<file path="config.mk">
export PLATFORM = sky130hd
export DESIGN_NAME = pc_next_stage
export DESIGN_NICKNAME = d
export VERILOG_FILES = /design/src/rtl/pc_next_stage.sv
export SDC_FILE = /design/constraint.sdc
export NUM_CORES = 1
export LEC_CHECK = 0
export ABC_AREA = 1
export CAP_MARGIN = 5
export CORE_ASPECT_RATIO = 1.75
export CORE_MARGIN = 5
export CORE_UTILIZATION = 47
export DETAILED_ROUTE_END_ITERATION = 10
export HOLD_SLACK_MARGIN = 0.06
export PLACE_DENSITY = 0.82
export SYNTH_ARGS = -nofsm -noshare
export SYNTH_HDL_FRONTEND = slang
export SYNTH_SLANG_ARGS = --single-unit
</file>
<file path="constraint.sdc">
create_clock -name clk -period 2.5 [get_ports clk]
set_input_delay 0.5 -clock clk [delete_from_list [all_inputs] [get_ports clk]]
set_output_delay 0.5 -clock clk [all_outputs]
set_load 0.005 [all_outputs]
</file>
<file path="src/rtl/pc_next_stage.sv">
// ============================================================================
// Module   : pc_next_stage
// Brief    : MIPS program counter with next-PC selection, flush and redirect count
// Revision : 1.0
// ============================================================================
`default_nettype none

module pc_next_stage #(
    parameter logic [31:0] RESET_PC = 32'h0000_0000,
    parameter int          CNT_W    = 16
) (
    input  logic             clk,
    input  logic             rst_n,
    input  logic             pc_src,
    input  logic             jump,
    input  logic [31:0]      ex_pc_plus4,
    input  logic [31:0]      branch_imm,
    input  logic [25:0]      jump_index,
    input  logic             stall,
    input  logic             imem_ready,
    output logic [31:0]      pc,
    output logic [31:0]      pc_plus4,
    output logic             fetch_req,
    output logic             flush,
    output logic [CNT_W-1:0] redirect_count
);

    typedef enum logic [1:0] {
        BOOT  = 2'd0,
        FETCH = 2'd1,
        HOLD  = 2'd2
    } state_t;

    state_t           r_state;
    state_t           w_state_nxt;
    logic [31:0]      r_pc;
    logic [31:0]      w_pc_nxt;
    logic [31:0]      w_pc_plus4;
    logic [31:0]      w_branch_target;
    logic [31:0]      w_jump_target;
    logic             w_redirect;
    logic             r_fetch_req;
    logic             r_flush;
    logic [CNT_W-1:0] r_count;

    assign w_pc_plus4      = r_pc + 32'd4;
    assign w_branch_target = ex_pc_plus4 + (branch_imm << 2);
    assign w_jump_target   = {ex_pc_plus4[31:28], jump_index, 2'b00};

    always_ff @(posedge clk) begin
        if (!rst_n) begin
            r_state <= BOOT;
        end else begin
            r_state <= w_state_nxt;
        end
    end

    // A redirect wins over stall and any pending imem wait, and always lands in FETCH.
    always_comb begin
        w_state_nxt = r_state;
        w_pc_nxt    = r_pc;
        w_redirect  = 1'b0;
        case (r_state)
            BOOT: begin
                w_state_nxt = FETCH;
            end
            FETCH, HOLD: begin
                if (jump) begin
                    w_pc_nxt    = w_jump_target;
                    w_redirect  = 1'b1;
                    w_state_nxt = FETCH;
                end else if (pc_src) begin
                    w_pc_nxt    = w_branch_target;
                    w_redirect  = 1'b1;
                    w_state_nxt = FETCH;
                end else if (stall) begin
                    w_state_nxt = HOLD;
                end else if (imem_ready) begin
                    w_pc_nxt    = w_pc_plus4;
                    w_state_nxt = FETCH;
                end else begin
                    w_state_nxt = FETCH;
                end
            end
            default: begin
                w_state_nxt = BOOT;
            end
        endcase
    end

    always_ff @(posedge clk) begin
        if (!rst_n) begin
            r_pc        <= RESET_PC;
            r_fetch_req <= 1'b0;
            r_flush     <= 1'b0;
            r_count     <= '0;
        end else begin
            r_pc        <= w_pc_nxt;
            r_fetch_req <= (w_state_nxt != BOOT);
            r_flush     <= w_redirect;
            if (w_redirect && (r_count != {CNT_W{1'b1}})) begin
                r_count <= r_count + {{(CNT_W-1){1'b0}}, 1'b1};
            end
        end
    end

    assign pc             = r_pc;
    assign pc_plus4       = w_pc_plus4;
    assign fetch_req      = r_fetch_req;
    assign flush          = r_flush;
    assign redirect_count = r_count;

endmodule

`default_nettype wire

</file>
==> metrics.csv <==
metric;value;unit
compound-gate portion of the synthesized area;16.43;%
Chip Height;150.7;um
CP max-delay cell;clkdlybuf4s50_1;
ANT nets after route;0;
CTS Buf Count;5;
Layout area overhead;56.74;%
DRT iter0 DRCs;421;
Clock Skews;6.037;ps
hpwl dp;17.08;mm
first-pass GRT wire length;32.66;mm
Yosys reg bits;52;
final slew viol count;0;
combinational group share of total power;43.9;%
CP delay by family, top;buffers and inverters;
RSZ-0062 raised after global routing;true;
Sw Pwr;1112;uW
CP peak stage delay;510;ps
antenna violations before repair;0;
xor and xnor fraction of the mapped netlist area;4.095;%
CTS sink cnt;52;
die width;90.40;um
IO buf count;175;
sw frac;34.80;%
GRT overflow;0;
final net count;1292;
Yosys warning count;0;
drt drc;0;
metal3 WL;1.254;mm
via count;7163;
CP Max Fanout;3;
crit path DAT;2010;ps
main combinational cell family by area after synthesis;simple AND/OR/NAND/NOR gates;
Hold Slack;490.3;ps
Adder-Cell Fraction of Synth Area;8.378;%
ys flop type;dfxtp_1;
Internal;2084;uW
die area;13620;um2
actual slew at the worst max-slew pin;548.7;ps
final hold viol count;0;
Cell Rows;51;
mux share of post-synthesis cell area;0;%
Final GP Congestion;0.9989;
fin crit period;2513;ps
Startpoint Class;flip-flop;
syn avg cell area;5.894;um2
fin cells;1294;
DR WL met2;11.75;mm
Distinct cells, synth;45;
pwr/cell area;383.6;nW/um2
Pre-antenna DRT Iters;5;
Syn Nets;1033;
largest net degree at the start of global routing;26;
simple-gate share of the synthesized area;42.34;%
vias in the first global route;6935;
Core Util, Final;75.05;%
I/O Pins;178;
GRT Total Usage;29.72;%
WL met1;7.214;mm
cell total after placement;1273;
Worst VDD drop;0.0005780;V
most common cell after layout, fill and taps aside;nand2_1;
Worst-path clk slew;70;ps
most frequent cells in the layout;nand2_1 (254), clkdlybuf4s50_1 (151), inv_1 (96);
top sig layer;met4;
worst skew pair latency;300;ps
# H-tree levels;2;
CTS tree;done;
Slew HR;63.14;%
Setup crit end kind;output pin;
# setup viols final;1;
cell area after synthesis;5316;um2
LEAKAGE;0.003920;uW
Cell Chain, Critical Path;inv_2 -> nor3_4 -> buf_4 -> and3_4 -> nand3b_1 -> nand2_2 -> clkdlybuf4s50_1;
final worst path period share;100.5;%
root buffer selected by CTS;clkbuf_16;
Initial Util;47.88;%
Syn Inst Count;902;
fmax;0.3979;GHz
Clock Power Share;26.0;%
max-cap violations;0;
Routed wire per std cell;16.83;um
sequential fraction of the synthesis area;19.58;%
# hold bufs at CTS;0;
core area;11100;um2
WP buf/inv;3;
critical path class;reg2out;
asr flop ratio synth;0;%
violated checks;setup timing;
DR vias/cell;5.536;
CTS max path bufs;2;
sequential power share;30.1;%
layout cells sized above 1;17.99;%
Hold/Removal Path Class;reg2reg;
Post-synth EDFFs;0;
Req. time, crit path;2000;ps
routed wire length;21.78;mm
setup ws final;-13.36;ps
antenna diode count;0;
outcome;complete, but fails checks;
==> registers in the layout (all words and copies together) (netlist names) <==
name and flops:
pc 32, redirect_count 16, r_state 2, fetch_req 1, flush 1
==> per-stage QoR <==
step	worst slack, ps	power, uW	setup TNS, ps	instance area, um2
floorplan	373.0	1593	0	5316
global placement	-147.8	2304	-823.4	7786
detailed placement	-184.2	2321	-1324	7786
CTS	-137.2	3152	-299.2	8215
global route	-76.92	3353	-142.7	8333
finish	-13.36	3196	-13.36	8333
==> what timing repair did <==
item                       4_1_cts  5_1_grt
setup endpoints to repair       26       18
pin swaps                       14       17
setup buffers                   10        3
gates resized for setup         81       44
==> metal layers <==
metal | track usage, % | vias up
met5 | 0 | -
met4 | 18.78 | 0
met3 | 3.250 | 105
met2 | 59.53 | 332
met1 | 27.91 | 3262
li1 | - | 3464
==> power groups by stage <==
stage	clock [uW]	combinational, uW	sequential (uW)
final	830	1400	962
after global routing	859	1520	969
after CTS	831	1370	955
after detailed placement	0	1350	967
after global placement	0	1340	966
after floorplan	0	611	982
==> synthesized netlist by cell type (2+ instances only) <==
master	instances	area, um2
nor2_1	94	352.8
or2_2	8	50.05
buf_4	2	15.01
a21oi_1	89	445.4
inv_2	8	30.03
a41oi_1	2	17.52
nand3_2	2	20.02
ha_1	34	425.4
nand2_1	267	1002
nor2_2	2	12.51
and2_1	3	18.77
nor4_1	4	25.02
nor2_4	3	33.78
dfxtp_1	52	1041
nand2_4	2	22.52
a31oi_1	11	68.82
clkbuf_1	11	41.29
nand3b_1	9	67.56
nor2_8	2	40.04
nor3_4	2	32.53
a21o_1	3	22.52
xor2_1	18	157.7
nand3_1	58	290.3
xnor2_1	5	43.79
or2_1	2	12.51
nor3_1	24	120.1
o21ai_1	7	35.03
o21bai_1	9	67.56
nor3_2	3	30.03
nand2_2	5	31.28
nand4_1	9	56.30
o21ai_0	38	190.2
inv_1	97	364.1
buf_2	6	30.03
==> kinds of logic after synthesis <==
group / after synthesis
adders and majority gates: 35
DFF: 52
xor gates and xnor gates: 24
AOI/OAI and AO/OA: 162
buffers and inverters: 126
and+or+nand+nor: 503
==> final cells by class <==
class,instances,area [um2]
multi-input cells,724,4049
repair buffers,272,2482
clock inverters,2,38.79
clock buffers,6,138.9
flip-flops and latches,52,1061
inverters,106,397.9
fillers,879,2770
well taps,132,165.2
==> worst paths after layout <==
check                 endpoint  slack (ps)        from  depth (start not counted)
min reg2reg              pc[0]         490       pc[0]                          2
max               pc_plus4[28]         -10      pc[10]                          7
max reg2reg  redirect_count[6]         410  r_state[0]                         11
min                      pc[0]         490       pc[0]                          2
==> worst register-to-register path: stages, from the launching register on <==
cell and delay [ps]:
dfxtp_1 360, inv_1 60, ha_1 370, inv_1 80, nor2_1 190, nand2_2 150, nor3_1 240, nand2_1 190
nor2_1 170, nand3_1 80, nand2_1 60, nor2_1 40
Note: power is estimated with default switching activity, not from simulation.
